==> src/rtl/mem_port_arbiter_if.sv <==
`default_nettype none
// ============================================================================
// Module      : mem_port_arbiter_if
// Description : Signal bundle around the shared memory-port arbiter. It
//               carries the instruction-fetch requester, the load/store
//               requester and the single memory port.
//               slave  : arbiter view (requests/responses in, grants out)
//               master : environment view (drives requests and the memory
//                        side responses, observes grants/rvalids)
// Ports       : instr_* : fetch req/addr in, gnt/rvalid/rdata out
//               data_*  : LSU req/addr/we/wdata in, gnt/rvalid/rdata out
//               mem_*   : req/addr/we/wdata out, gnt/rvalid/rdata in
// Revision    : 1.0 - initial release
// ============================================================================
interface mem_port_arbiter_if #(
    parameter int DATA_WIDTH = 32
);
    // Instruction-fetch requester
    logic                  instr_req_i;
    logic [DATA_WIDTH-1:0] instr_addr_i;
    logic                  instr_gnt_o;
    logic                  instr_rvalid_o;
    logic [DATA_WIDTH-1:0] instr_rdata_o;

    // Load/store requester
    logic                  data_req_i;
    logic [DATA_WIDTH-1:0] data_addr_i;
    logic                  data_we_i;
    logic [DATA_WIDTH-1:0] data_wdata_i;
    logic                  data_gnt_o;
    logic                  data_rvalid_o;
    logic [DATA_WIDTH-1:0] data_rdata_o;

    // Shared memory port
    logic                  mem_req_o;
    logic [DATA_WIDTH-1:0] mem_addr_o;
    logic                  mem_we_o;
    logic [DATA_WIDTH-1:0] mem_wdata_o;
    logic                  mem_gnt_i;
    logic                  mem_rvalid_i;
    logic [DATA_WIDTH-1:0] mem_rdata_i;

    modport slave (
        input  instr_req_i, instr_addr_i,
        input  data_req_i, data_addr_i, data_we_i, data_wdata_i,
        input  mem_gnt_i, mem_rvalid_i, mem_rdata_i,
        output instr_gnt_o, instr_rvalid_o, instr_rdata_o,
        output data_gnt_o, data_rvalid_o, data_rdata_o,
        output mem_req_o, mem_addr_o, mem_we_o, mem_wdata_o
    );

    modport master (
        output instr_req_i, instr_addr_i,
        output data_req_i, data_addr_i, data_we_i, data_wdata_i,
        output mem_gnt_i, mem_rvalid_i, mem_rdata_i,
        input  instr_gnt_o, instr_rvalid_o, instr_rdata_o,
        input  data_gnt_o, data_rvalid_o, data_rdata_o,
        input  mem_req_o, mem_addr_o, mem_we_o, mem_wdata_o
    );
endinterface
`default_nettype wire

==> src/rtl/mem_port_arbiter.sv <==
`default_nettype none
// ============================================================================
// Module      : mem_port_arbiter
// Description : Shares one memory port between instruction fetch and the
//               load/store unit. Data has priority unless fetch has lost
//               STARVE_LIMIT cycles in a row. A request that is presented
//               but not granted locks the selection until the grant. The
//               source of every granted transaction is kept in an in-order
//               FIFO so each response is routed back to its requester.
// Ports       : clk_i   - clock
//               rst_ni  - synchronous reset, active-low
//               bus     - requester/memory bundle (slave modport)
//               err_o   - sticky: response seen with nothing outstanding
// Revision    : 1.0 - initial release
// ============================================================================
module mem_port_arbiter #(
    parameter int DATA_WIDTH      = 32,
    parameter int MAX_OUTSTANDING = 2,
    parameter int STARVE_LIMIT    = 4
) (
    input  wire               clk_i,
    input  wire               rst_ni,
    mem_port_arbiter_if.slave bus,
    output logic              err_o
);

    // ------------------------------------------------------------------
    // Constants
    // ------------------------------------------------------------------
    localparam int c_PTR_W    = (MAX_OUTSTANDING > 1) ? $clog2(MAX_OUTSTANDING) : 1;
    localparam int c_CNT_W    = $clog2(MAX_OUTSTANDING + 1);
    localparam int c_STARVE_W = $clog2(STARVE_LIMIT + 1);

    localparam logic [c_PTR_W-1:0]    c_PTR_LAST   = c_PTR_W'(MAX_OUTSTANDING - 1);
    localparam logic [c_CNT_W-1:0]    c_CNT_MAX    = c_CNT_W'(MAX_OUTSTANDING);
    localparam logic [c_STARVE_W-1:0] c_STARVE_MAX = c_STARVE_W'(STARVE_LIMIT);

    // Lock state: which source (if any) is pinned until the memory grants
    localparam logic [1:0] ST_IDLE   = 2'd0;
    localparam logic [1:0] ST_LOCK_I = 2'd1;
    localparam logic [1:0] ST_LOCK_D = 2'd2;

    // Source-ID encoding in the FIFO
    localparam logic c_SRC_INSTR = 1'b0;
    localparam logic c_SRC_DATA  = 1'b1;

    // ------------------------------------------------------------------
    // State
    // ------------------------------------------------------------------
    logic [1:0]                 state_q,      state_d;
    logic [c_STARVE_W-1:0]      starve_cnt_q, starve_cnt_d;
    logic [MAX_OUTSTANDING-1:0] fifo_q,       fifo_d;
    logic [c_PTR_W-1:0]         wr_ptr_q,     wr_ptr_d;
    logic [c_PTR_W-1:0]         rd_ptr_q,     rd_ptr_d;
    logic [c_CNT_W-1:0]         fifo_cnt_q,   fifo_cnt_d;
    logic                       err_q,        err_d;

    // ------------------------------------------------------------------
    // Combinational signals
    // ------------------------------------------------------------------
    logic                  w_sel_data;
    logic                  w_sel_req;
    logic                  w_fifo_empty;
    logic                  w_fifo_full;
    logic                  w_mem_req;
    logic                  w_push;
    logic                  w_pop;
    logic                  w_head;
    logic                  w_instr_gnt;
    logic [DATA_WIDTH-1:0] w_mem_addr;
    logic [DATA_WIDTH-1:0] w_mem_wdata;
    logic                  w_mem_we;

    function automatic logic [c_PTR_W-1:0] ptr_inc(input logic [c_PTR_W-1:0] p);
        return (p == c_PTR_LAST) ? '0 : p + 1'b1;
    endfunction

    assign w_fifo_empty = (fifo_cnt_q == '0);
    assign w_fifo_full  = (fifo_cnt_q == c_CNT_MAX);

    // ------------------------------------------------------------------
    // Source selection
    // ------------------------------------------------------------------
    always_comb begin
        w_sel_data = c_SRC_INSTR;
        case (state_q)
            ST_LOCK_I: w_sel_data = c_SRC_INSTR;
            ST_LOCK_D: w_sel_data = c_SRC_DATA;
            default: begin
                if ((starve_cnt_q == c_STARVE_MAX) && bus.instr_req_i) begin
                    w_sel_data = c_SRC_INSTR;
                end else begin
                    w_sel_data = bus.data_req_i;
                end
            end
        endcase
    end

    assign w_sel_req = w_sel_data ? bus.data_req_i : bus.instr_req_i;

    // A full FIFO may still accept a new request when a response retires
    // an entry in the same cycle.
    assign w_mem_req   = w_sel_req & (~w_fifo_full | bus.mem_rvalid_i);
    assign w_push      = w_mem_req & bus.mem_gnt_i;
    assign w_instr_gnt = w_push & ~w_sel_data;

    // Address/data muxing; forced to zero when the selected source is idle
    // so the port does not leak a stale address.
    always_comb begin
        w_mem_addr  = '0;
        w_mem_we    = 1'b0;
        w_mem_wdata = '0;
        if (w_sel_req) begin
            if (w_sel_data) begin
                w_mem_addr  = bus.data_addr_i;
                w_mem_we    = bus.data_we_i;
                w_mem_wdata = bus.data_wdata_i;
            end else begin
                w_mem_addr  = bus.instr_addr_i;
            end
        end
    end

    assign bus.mem_req_o   = w_mem_req;
    assign bus.mem_addr_o  = w_mem_addr;
    assign bus.mem_we_o    = w_mem_we;
    assign bus.mem_wdata_o = w_mem_wdata;
    assign bus.instr_gnt_o = w_instr_gnt;
    assign bus.data_gnt_o  = w_push & w_sel_data;

    // ------------------------------------------------------------------
    // Response routing
    // ------------------------------------------------------------------
    // With an empty FIFO a same-cycle grant and response is a bypass: the
    // response belongs to the transaction being pushed right now.
    assign w_head = w_fifo_empty ? w_sel_data : fifo_q[rd_ptr_q];
    assign w_pop  = bus.mem_rvalid_i & (~w_fifo_empty | w_push);

    assign bus.instr_rvalid_o = w_pop & (w_head == c_SRC_INSTR);
    assign bus.data_rvalid_o  = w_pop & (w_head == c_SRC_DATA);
    assign bus.instr_rdata_o  = bus.mem_rdata_i;
    assign bus.data_rdata_o   = bus.mem_rdata_i;

    assign err_o = err_q;

    // ------------------------------------------------------------------
    // Next-state logic
    // ------------------------------------------------------------------
    always_comb begin
        state_d = state_q;
        if (bus.mem_gnt_i) begin
            state_d = ST_IDLE;
        end else if (w_mem_req && (state_q == ST_IDLE)) begin
            state_d = w_sel_data ? ST_LOCK_D : ST_LOCK_I;
        end else if ((state_q != ST_LOCK_I) && (state_q != ST_LOCK_D)) begin
            state_d = ST_IDLE;
        end
    end

    always_comb begin
        starve_cnt_d = '0;
        if (bus.instr_req_i && !w_instr_gnt) begin
            starve_cnt_d = (starve_cnt_q == c_STARVE_MAX) ? starve_cnt_q
                                                          : starve_cnt_q + 1'b1;
        end
    end

    // Pointer writes during a bypass are harmless: both pointers advance
    // together and the count does not change.
    always_comb begin
        fifo_d     = fifo_q;
        wr_ptr_d   = wr_ptr_q;
        rd_ptr_d   = rd_ptr_q;
        fifo_cnt_d = fifo_cnt_q;
        if (w_push) begin
            fifo_d[wr_ptr_q] = w_sel_data;
            wr_ptr_d         = ptr_inc(wr_ptr_q);
        end
        if (w_pop) begin
            rd_ptr_d = ptr_inc(rd_ptr_q);
        end
        case ({w_push, w_pop})
            2'b10:   fifo_cnt_d = fifo_cnt_q + 1'b1;
            2'b01:   fifo_cnt_d = fifo_cnt_q - 1'b1;
            default: fifo_cnt_d = fifo_cnt_q;
        endcase
    end

    assign err_d = err_q | (bus.mem_rvalid_i & ~w_pop);

    // ------------------------------------------------------------------
    // Registers
    // ------------------------------------------------------------------
    always_ff @(posedge clk_i) begin
        if (!rst_ni) begin
            state_q      <= ST_IDLE;
            starve_cnt_q <= '0;
            fifo_q       <= '0;
            wr_ptr_q     <= '0;
            rd_ptr_q     <= '0;
            fifo_cnt_q   <= '0;
            err_q        <= 1'b0;
        end else begin
            state_q      <= state_d;
            starve_cnt_q <= starve_cnt_d;
            fifo_q       <= fifo_d;
            wr_ptr_q     <= wr_ptr_d;
            rd_ptr_q     <= rd_ptr_d;
            fifo_cnt_q   <= fifo_cnt_d;
            err_q        <= err_d;
        end
    end

endmodule
`default_nettype wire

==> src/flat_wrapper.sv <==
// flat-port wrapper written by rule: the top's interface ports become plain ports
module mem_port_arbiter_flat 
#(
    parameter int DATA_WIDTH      = 32,
    parameter int MAX_OUTSTANDING = 2,
    parameter int STARVE_LIMIT    = 4
)
  (clk_i, rst_ni, err_o, bus_instr_req_i, bus_instr_addr_i, bus_data_req_i, bus_data_addr_i, bus_data_we_i, bus_data_wdata_i, bus_mem_gnt_i, bus_mem_rvalid_i, bus_mem_rdata_i, bus_instr_gnt_o, bus_instr_rvalid_o, bus_instr_rdata_o, bus_data_gnt_o, bus_data_rvalid_o, bus_data_rdata_o, bus_mem_req_o, bus_mem_addr_o, bus_mem_we_o, bus_mem_wdata_o);
  mem_port_arbiter_if #(.DATA_WIDTH(DATA_WIDTH)) bus_i ();
  input  wire clk_i;
  input  wire rst_ni;
  output logic err_o;
  input wire logic [$bits(bus_i.instr_req_i)-1:0] bus_instr_req_i;
  input wire logic [$bits(bus_i.instr_addr_i)-1:0] bus_instr_addr_i;
  input wire logic [$bits(bus_i.data_req_i)-1:0] bus_data_req_i;
  input wire logic [$bits(bus_i.data_addr_i)-1:0] bus_data_addr_i;
  input wire logic [$bits(bus_i.data_we_i)-1:0] bus_data_we_i;
  input wire logic [$bits(bus_i.data_wdata_i)-1:0] bus_data_wdata_i;
  input wire logic [$bits(bus_i.mem_gnt_i)-1:0] bus_mem_gnt_i;
  input wire logic [$bits(bus_i.mem_rvalid_i)-1:0] bus_mem_rvalid_i;
  input wire logic [$bits(bus_i.mem_rdata_i)-1:0] bus_mem_rdata_i;
  output wire logic [$bits(bus_i.instr_gnt_o)-1:0] bus_instr_gnt_o;
  output wire logic [$bits(bus_i.instr_rvalid_o)-1:0] bus_instr_rvalid_o;
  output wire logic [$bits(bus_i.instr_rdata_o)-1:0] bus_instr_rdata_o;
  output wire logic [$bits(bus_i.data_gnt_o)-1:0] bus_data_gnt_o;
  output wire logic [$bits(bus_i.data_rvalid_o)-1:0] bus_data_rvalid_o;
  output wire logic [$bits(bus_i.data_rdata_o)-1:0] bus_data_rdata_o;
  output wire logic [$bits(bus_i.mem_req_o)-1:0] bus_mem_req_o;
  output wire logic [$bits(bus_i.mem_addr_o)-1:0] bus_mem_addr_o;
  output wire logic [$bits(bus_i.mem_we_o)-1:0] bus_mem_we_o;
  output wire logic [$bits(bus_i.mem_wdata_o)-1:0] bus_mem_wdata_o;
  assign bus_i.instr_req_i = bus_instr_req_i;
  assign bus_i.instr_addr_i = bus_instr_addr_i;
  assign bus_i.data_req_i = bus_data_req_i;
  assign bus_i.data_addr_i = bus_data_addr_i;
  assign bus_i.data_we_i = bus_data_we_i;
  assign bus_i.data_wdata_i = bus_data_wdata_i;
  assign bus_i.mem_gnt_i = bus_mem_gnt_i;
  assign bus_i.mem_rvalid_i = bus_mem_rvalid_i;
  assign bus_i.mem_rdata_i = bus_mem_rdata_i;
  assign bus_instr_gnt_o = bus_i.instr_gnt_o;
  assign bus_instr_rvalid_o = bus_i.instr_rvalid_o;
  assign bus_instr_rdata_o = bus_i.instr_rdata_o;
  assign bus_data_gnt_o = bus_i.data_gnt_o;
  assign bus_data_rvalid_o = bus_i.data_rvalid_o;
  assign bus_data_rdata_o = bus_i.data_rdata_o;
  assign bus_mem_req_o = bus_i.mem_req_o;
  assign bus_mem_addr_o = bus_i.mem_addr_o;
  assign bus_mem_we_o = bus_i.mem_we_o;
  assign bus_mem_wdata_o = bus_i.mem_wdata_o;
  mem_port_arbiter #(.DATA_WIDTH(DATA_WIDTH), .MAX_OUTSTANDING(MAX_OUTSTANDING), .STARVE_LIMIT(STARVE_LIMIT)) u_core (.clk_i(clk_i), .rst_ni(rst_ni), .bus(bus_i), .err_o(err_o));
endmodule
==> config.mk <==
export PLATFORM = sky130hd
export DESIGN_NAME = mem_port_arbiter_flat
export DESIGN_NICKNAME = d
export VERILOG_FILES = /design/src/rtl/mem_port_arbiter_if.sv /design/src/rtl/mem_port_arbiter.sv /design/src/flat_wrapper.sv
export SDC_FILE = /design/constraint.sdc
export NUM_CORES = 1
export LEC_CHECK = 0
export ABC_AREA = 1
export BUFFER_PORTS_ARGS = -buffer_cell sky130_fd_sc_hd__buf_4
export CORE_AREA = 2 2 103 105
export DETAILED_ROUTE_END_ITERATION = 7
export DIE_AREA = 0 0 105 107
export PLACE_DENSITY = 0.67
export RECOVER_POWER = 50
export SETUP_SLACK_MARGIN = 0.05
export SLEW_MARGIN = 0
export SYNTH_ARGS = -nofsm -noshare
export SYNTH_HDL_FRONTEND = slang
export SYNTH_SLANG_ARGS = --single-unit
==> constraint.sdc <==
create_clock -name clk_i -period 2.28 [get_ports clk_i]
set_input_delay 0.456 -clock clk_i [delete_from_list [all_inputs] [get_ports clk_i]]
set_output_delay 0.456 -clock clk_i [all_outputs]
set_load 0.02 [all_outputs]
# Word level (Yosys, flattened, before mapping)
# Index checks and enable logic that the tools add are counted.
[totals]
regBits = 12
output_inout_bits = 135
wordCells = 73
[op_classes]
add_sub_neg = 5
order_cmp = 3
eq_ne = 8
n_mux = 21
n_bitwise = 17
reduce_logical = 12
[ops]
columns = ["cell", "n"]
rows = [
  ["2-to-1 mux 32 bit", 4],
  ["2-to-1 mux 1 bit", 10],
  ["bitwise AND 1 bit", 8],
  ["equality test 2 bit (second input constant)", 3],
  ["2-to-1 mux 2 bit", 3],
  ["NOT 1 bit", 6],
  ["logical AND 1 bit", 5],
  ["equality test 2 x 1 -> 1 bit (second input constant)", 2],
  ["zero test 2 bit", 2],
  ["< comparator 1 x 2 -> 1 bit (second input constant)", 2],
  ["case mux 2 bit (2 select lines)", 1],
  ["nonzero test 2 bit", 2],
  ["adder 3 x 1 -> 3 bit (second input constant)", 1],
  ["equality test 3 bit (second input constant)", 1],
  ["OR 1 bit", 3],
  ["adder 1 bit (second input constant)", 2],
  ["adder 2 x 1 -> 2 bit (second input constant)", 1],
  ["bitwise mux 2 bit", 1],
  ["inequality test 2 x 1 -> 1 bit (second input constant)", 1],
  ["inequality test 2 bit (second input constant)", 1],
  ["case mux 1 bit (2 select lines)", 1],
  ["AND reduction 2 bit", 1],
  ["OR reduction 2 bit", 1],
  ["subtractor 2 x 1 -> 2 bit (second input constant)", 1],
  ["other kinds (3)", 3],
]

# Longest topological paths before layout
# Gate-level depths: netlist of run 1.
[depth]
depth_word = 12
ltp_mapped = 16

# Worst setup path after synthesis of run 1
# OpenSTA, ideal clock, no wires.
[synth_path]
kind = "flip-flop to output port"
start = "reg u_core.state_q[0]"
end = "out bus_data_rvalid_o"
t_arrival_ps = 1705
required_ps = 1824
slack_ps = 119
path_stages_with_launch = 12
path_buffers = 0
path_cell_list = "dfxtp_1 > inv_1 > ha_1 > nor2_1 > nand2_1 > nand2_4 > nand2_4 > nand2_8 > nand3_4 > nand2_2 > nand2_1 > nor2_1"
[synth_between]
elab_chain_len = 8
word_cells_on_any_way = 10
[synth_rtl]
columns = ["element", "line", "rtl"]
rows = [
  ["start, declared", "mem_port_arbiter.sv:50", "logic [1:0] state_q, state_d;"],
  ["start signal, assigned", "mem_port_arbiter.sv:204", "state_q <= state_d;"],
  ["equality test 2 bit / equality test 2 x 1 -> 1 bit (equally long branches)", "mem_port_arbiter.sv:86", "case (state_q)"],
  ["case mux 1 bit (2 select lines) *", "mem_port_arbiter.sv:86", ""],
  ["2-to-1 mux 1 bit", "mem_port_arbiter.sv:99", "assign w_sel_req = w_sel_data ? bus.data_req_i : bus.instr_req_i;"],
  ["bitwise AND 1 bit", "mem_port_arbiter.sv:103", "assign w_mem_req = w_sel_req & (~w_fifo_full | bus.mem_rvalid_i);"],
  ["bitwise AND 1 bit", "mem_port_arbiter.sv:104", "assign w_push = w_mem_req & bus.mem_gnt_i;"],
  ["OR 1 bit", "mem_port_arbiter.sv:137", "assign w_pop = bus.mem_rvalid_i & (~w_fifo_empty | w_push);"],
  ["bitwise AND 1 bit", "mem_port_arbiter.sv:137", ""],
  ["bitwise AND 1 bit *", "mem_port_arbiter.sv:140", "assign bus.data_rvalid_o = w_pop & (w_head == c_SRC_DATA);"],
  ["end, declared", "flat_wrapper.sv:26", "output wire logic [$bits(bus_i.data_rvalid_o)-1:0] bus_data_rvalid_o;"],
]
# Every way passes the cells marked *; elsewhere a longest branch is shown, timed or not.

# Final worst setup path of run 1
[layout_path]
start = "reg u_core.state_q[1]"
end = "out bus_data_rvalid_o"
# The elaborated chain is that of the path after synthesis.

==> flow_summary_export.csv, run 1 <==
group,metric,value,unit
power_and_ir_drop,p_switching,0.574,mW
synth,synthTopCellsByArea,"nand2_1, buf_4, inv_1, dfxtp_1, nor2_1",
placement,finalWeightedCongestion,0.812,
synth,synth-warning-count,0,
flow_run,max_cap_viol_count,0,
critical_path,crit_top_cell,"nand2_4",
synth,synth_commonest_cells,"nand2_1, inv_1, buf_4",
global_routing,grt_pass1_wl,11200,µm
die,placementRows,37,
sta,finalHoldViolations,0,
drt,vias,2492,
drt,wirelength,7580,µm
clock_tree,cts_sinks,12,
die,die_x,105,µm
synth,synth_area,2100,µm²
outcome,status,"finished, final reports clean",
synth,synth.avg_cell_area,5.28,µm²
sta,drv_slew,0,
synth,synth_seq_cells,12,
synth,yosysTopAreaCellShare,24.8,%
placement,dp.cells,640,
clock_tree,clock_path_buffers,2,
die,boundaryPins,270,
drt,first_iter_violations,88,
power_and_ir_drop,p_int,0.828,mW
sta,skew,0.00327,ns
drt,first_pass_iters,4,
global_routing,grt-ovfl-total,0,
synth,synth_cell_types,24,
sta,finalCritPeriodShare,98.6,%
power_and_ir_drop,power_frac_seq,17.7,%
critical_path,path_cells,"inv_2 > ha_4 > nor2_4 > nand2_2 > nand2_4 > nand2_4 > nand2_8 > nand3_4 > nand2_4 > nand2_4 > nor2_4 > buf_6",
drt,avgRoutedWirePerCell,11.6,µm
critical_path,critical_path_required,1.82,ns
global_routing,grt_usage,12.1,%
synth,async_reset_ff_share,0,%
clock_tree,cts_root_buf,"clkbuf_8",
synth,yosysMostFrequentCell,"nand2_1",
critical_path,endpoint_kind,"primary output",
sta,fin_ws,0.0318,ns
placement,io_buffers,173,
layout,final_nets,659,
synth,synth_area_leader_cell,"nand2_1",
power_and_ir_drop,swShare,40.9,%
drt,ant_nets,0,
placement,hpwl,5820,µm
sta,setup_violations,0,
sta,relSlewSlack,71.1,%
clock_tree,cts-htree-levels,1,
synth,synth-main-ff-cell,"dfxtp_1",
critical_path,critPathMaxStageDelay,0.33,ns
critical_path,worst-setup-path-type,"flip-flop to primary output",
layout,drive_gt1_share,44.8,%
synth,synth_edf_count,0,
synth,postSynthCellCount,398,
sta,max_freq,0.445,GHz
clock_tree,insertion_delay,0.25,ns
power_and_ir_drop,p_total,1.40,mW
sta,grt_setup_unrepaired,"yes",
drt,post-route-drc-count,0,
die,initial_core_util,20.8,%
clock_tree,cts_tree,"built",
critical_path,cp.arrival,1.79,ns
drt,viasPerCell,3.81,
die,dieArea,11200,µm²
synth,syn_nets,538,
die,die_h,107,µm
layout,syn2layout_area_growth,65.6,%
sta,worst_pin_slew,0.432,ns
power_and_ir_drop,vdd_ir_drop_max,314,µV
power_and_ir_drop,power_density,403,nW/µm²
critical_path,crit_fanout,5,
critical_path,cp_slowest_cell,"dfxtp_2",
placement,pre_cts_ws,-0.0108,ns
min_path,worstHoldPathType,"input pin to flip-flop",
global_routing,grt_pass1_vias,2275,
sta,layout_min_cycle_time,2.25,ns
die,core,10100,µm²
layout,nFillCells,1138,
critical_path,critPathLaunchType,"flip-flop",
clock_tree,cts_hold_buf,0,
synth,ys_seq_area_share,11.4,%
power_and_ir_drop,leakage,2.21,nW
layout,fin_cells,654,
clock_tree,clk_pin_slew,0.06,ns
global_routing,grt_antenna_before_repair,0,
layout,antenna_cells,0,
power_and_ir_drop,clkPwrFrac,17.0,%
clock_tree,cts_made_buffers,3,
power_and_ir_drop,p_comb_share,65.3,%
global_routing,grt_max_degree,36,
==> registers in the layout (all words and copies together), names as in the netlist <==
signal               count
u_core.err_o             1
u_core.fifo_q            2
u_core.state_q           2
u_core.starve_cnt_q      3
u_core.wr_ptr_q          1
u_core.fifo_cnt_q        2
u_core.rd_ptr_q          1
==> final timing paths <==
path                                         from              endpoint  slack [ns]  cells past startpoint
worst min-delay path                       rst_ni       u_core.rd_ptr_q        0.46                      3
worst max-delay path            u_core.state_q[1]     bus_data_rvalid_o        0.03                     12
worst min register to register   u_core.fifo_q[1]      u_core.fifo_q[1]        0.47                      2
worst max register to register  u_core.state_q[1]  u_core.fifo_cnt_q[1]        0.15                     15
==> worst max-delay path, delay by kind of cell (launching register included) <==
| kind | cells | cell delay [ns] |
|---|---|---|
| and+or+nand+nor | 9 | 0.79 |
| buffers and inverters | 2 | 0.16 |
| adders and majority gates | 1 | 0.25 |
| DFF | 1 | 0.33 |
==> routing by layer <==
layer | vias to the layer above | track usage (%) | share of wire (%)
met4 | 0 | 4.86 | 3.0
met1 | 1057 | 14.5 | 40
met2 | 83 | 20.4 | 49
met5 | - | 0 | 0
met3 | 31 | 3.59 | 8.0
li1 | 1321 | - | -
==> final cells by class <==
| type | count | area (µm²) | area share (%) |
|---|---|---|---|
| inverter | 80 | 305 | 8.77 |
| sequential | 12 | 245 | 7.05 |
| clock buffer | 4 | 55.1 | 1.58 |
| timing repair buffer | 192 | 1570 | 45.0 |
| tap | 136 | 170 | 4.89 |
| multi-input combinational | 230 | 1140 | 32.7 |
==> placed cells by master (no fill, tap or decap), types with 5 or more instances in the layout <==
cell / synthesis / routed
a21oi_1: 9 / 9
inv_1: 78 / 75
nand2_1: 139 / 134
dfxtp_1: 12 / 8
nand2_2: 2 / 5
buf_6: 0 / 8
nand3_1: 9 / 7
buf_4: 64 / 177
nor2_1: 46 / 41
==> logic make-up (layout without fill, tap and decap cells) <==
logic type,count (synthesis),after routing,share of synthesized area (%)
flops,12,12,11.4
compound gates,14,14,3.33
fa+ha+maj,5,5,2.98
simple gates,210,210,42.0
xor+xnor,1,1,0.417
buf+inv,156,276,39.8
==> repair_timing <==
| action | CTS | global route |
|---|---|---|
| resized for setup | 32 | 17 |
| pin swaps | 9 | 7 |
| setup buffers | 6 | 3 |
| gates cloned | 1 | 1 |
| endpoints found under the setup margin | 71 | 71 |
==> power by group through the flow <==
stage / clock, mW / combinational [mW] / sequential (mW)
6_report: 0.239 / 0.916 / 0.248
4_1_cts: 0.245 / 0.866 / 0.247
5_1_grt: 0.258 / 0.997 / 0.251
3_5_place_dp: 0 / 0.765 / 0.251
2_1_floorplan: 0 / 0.563 / 0.251
3_3_place_gp: 0 / 0.761 / 0.249
==> metrics by stage <==
| stage | utilization (%) | instance area (µm²) | hold WS, ns | setup TNS, ns |
|---|---|---|---|---|
| after floorplan | - | 2100 | 0.444 | 0 |
| after global placement | 31.0 | 3130 | 0.452 | 0 |
| after detailed placement | 31.0 | 3130 | 0.466 | -0.0139 |
| after CTS | 33.3 | 3360 | 0.459 | 0 |
| after global routing | 34.5 | 3480 | 0.476 | -1.36 |
| final | 34.5 | 3480 | 0.459 | 0 |
No activity file was read; power rests on OpenSTA's default activity.
==> run 2, diff against run 1 <==
Settings changed: CORE_AREA 2 2 103 105 to 2 2 105 107, DIE_AREA 0 0 105 107 to 0 0 107 109, PLACE_DENSITY 0.67 to 0.63.
Clock period 2.28 ns to 2.31 ns, I/O delays scaled along.
==> run 2 against run 1 <==
Compared with the run above:
- cell count increased by 1.1%
- clock power decreased by 3%
- highest routed layer unchanged
- sequential power decreased by 2%
- wire length increased by 4.5%
- cell area increased by 8.7%
- sequential cell count unchanged
- clock skew decreased by 0.0018 ns
- non-clock buffer count increased by 3
- critical path depth decreased by 1
- utilization increased by 1.2 points
- register-to-register slack improved by 0.02 ns
- largest power group unchanged
==> flow_summary_export.csv, run 2 (synthesized netlist as in run 1, its figures left out) <==
group,metric,value,unit
critical_path,crit_fanout,5,
global_routing,grt_antenna_before_repair,0,
global_routing,grt_pass1_wl,10700,µm
placement,hpwl,5690,µm
clock_tree,cts-htree-levels,1,
sta,setup_violations,0,
placement,finalWeightedCongestion,0.767,
clock_tree,cts_made_buffers,3,
layout,antenna_cells,0,
layout,largest_reg_flops,3,
power_and_ir_drop,p_comb_share,67.6,%
power_and_ir_drop,vdd_ir_drop_max,423,µV
layout,mostFrequentLayoutCells,"buf_4, nand2_1, inv_1, nor2_1, nand2_2",
clock_tree,clk_pin_slew,0.05,ns
layout,drive_gt1_share,52.6,%
die,die_h,109,µm
layout,syn2layout_area_growth,79.9,%
sta,drv_slew,0,
die,die_x,107,µm
power_and_ir_drop,p_total,1.47,mW
die,boundaryPins,270,
layout,seq_area,243,µm²
drt,viasPerCell,3.82,
drt,first_pass_iters,4,
drt,wirelength,7930,µm
power_and_ir_drop,p_switching,0.600,mW
critical_path,cp.arrival,1.82,ns
layout,regMostFlops,"u_core.starve_cnt_q",
clock_tree,cts_root_buf,"clkbuf_8",
min_path,worstHoldPathType,"flip-flop to flip-flop",
drt,vias,2525,
sta,finalHoldViolations,0,
global_routing,grt_max_degree,34,
placement,placed_area,3130,µm²
sta,skew,0.00149,ns
placement,dp.cells,644,
die,initial_core_util,19.8,%
power_and_ir_drop,swShare,40.9,%
clock_tree,insertion_delay,0.24,ns
clock_tree,cts_sinks,12,
sta,grt_setup_unrepaired,"yes",
power_and_ir_drop,p_int,0.868,mW
layout,final_common_cell,"buf_4",
power_and_ir_drop,power_frac_seq,16.6,%
critical_path,critical_path_required,1.85,ns
sta,worst_pin_slew,0.446,ns
critical_path,critPathLaunchType,"flip-flop",
clock_tree,cts_tree,"built",
drt,avgRoutedWirePerCell,12.0,µm
layout,finish.instance_area,3780,µm²
sta,max_freq,0.439,GHz
layout,final_nets,662,
power_and_ir_drop,power_density,388,nW/µm²
global_routing,grt_usage,11.4,%
layout,fin_cells,661,
sta,relSlewSlack,70.1,%
power_and_ir_drop,clkPwrFrac,15.8,%
clock_tree,clock_path_buffers,2,
drt,ant_nets,0,
critical_path,worst-setup-path-type,"flip-flop to primary output",
global_routing,grt-ovfl-total,0,
critical_path,endpoint_kind,"primary output",
outcome,status,"finished, final reports clean",
drt,post-route-drc-count,0,
sta,finalCritPeriodShare,98.7,%
layout,multi_input_area,1250,µm²
die,core,10600,µm²
die,placementRows,38,
drt,first_iter_violations,67,
layout,nFillCells,1129,
placement,io_buffers,173,
global_routing,grt_pass1_vias,2170,
power_and_ir_drop,leakage,2.31,nW
flow_run,max_cap_viol_count,0,
die,dieArea,11700,µm²
sta,layout_min_cycle_time,2.28,ns
==> run 2: what timing repair did <==
item                                   in CTS  in global routing
pin swaps                                  10                 24
resized for setup                          41                 85
hold buffers                                0                  0
cloned                                      2                  3
buffers inserted                            5                  3
setup endpoints to repair                  69                 70
endpoints found under the hold margin       0                  0
==> run 2: path summary, 6_finish.rpt <==
| check | start | endpoint | slack (ns) | cells after the start |
|---|---|---|---|---|
| setup / recovery | u_core.state_q[0] | bus_data_gnt_o | 0.03 | 11 |
| hold / removal | u_core.err_o | u_core.err_o | 0.46 | 2 |
| hold reg to reg | u_core.err_o | u_core.err_o | 0.46 | 2 |
| setup reg to reg | u_core.state_q[1] | u_core.fifo_cnt_q[1] | 0.17 | 15 |
==> run 2: power by group through the flow <==
stage / Clock (mW) / Sequential, mW / Combinational [mW]
final: 0.232 / 0.243 / 0.992
after CTS: 0.237 / 0.243 / 0.868
after floorplan: 0 / 0.247 / 0.555
after global routing: 0.246 / 0.246 / 1.08
after detailed placement: 0 / 0.247 / 0.756
after global placement: 0 / 0.247 / 0.754
==> run 2: worst max-delay path, cell delays in order, from the launching register on <==
cell and delay, ns:
dfxtp_2 0.33, inv_2 0.05, ha_4 0.25, nor2_4 0.08, nand2_2 0.08, nand2_4 0.12
nand2_4 0.09, nand2_8 0.12, nand3_4 0.08, buf_4 0.16, nor2_4 0.08, buf_6 0.12
==> run 2: cell type report <==
cell class / count / area share [%]
clock buffer: 4 / 1.46
inverter: 80 / 8.14
multi-input combinational: 230 / 33.0
sequential: 12 / 6.42
tap: 140 / 4.63
timing repair buffer: 195 / 46.3
==> run 2: through the flow <==
stage	TNS (ns)	util, %	hold WS [ns]	worst slack (ns)
after floorplan	0	-	0.444	0.143
after global placement	0	29.5	0.449	0.109
after detailed placement	0	29.5	0.449	0.0796
after CTS	0	32.3	0.458	0.0574
after global routing	-1.20	35.7	0.474	-0.0597
final	0	35.7	0.456	0.0301
==> run 2: per-layer routing <==
metal	global-route usage, %	wire length, µm
met2	19.0	3790
met5	0	0
met3	3.05	574
met4	5.38	305
met1	13.8	3260
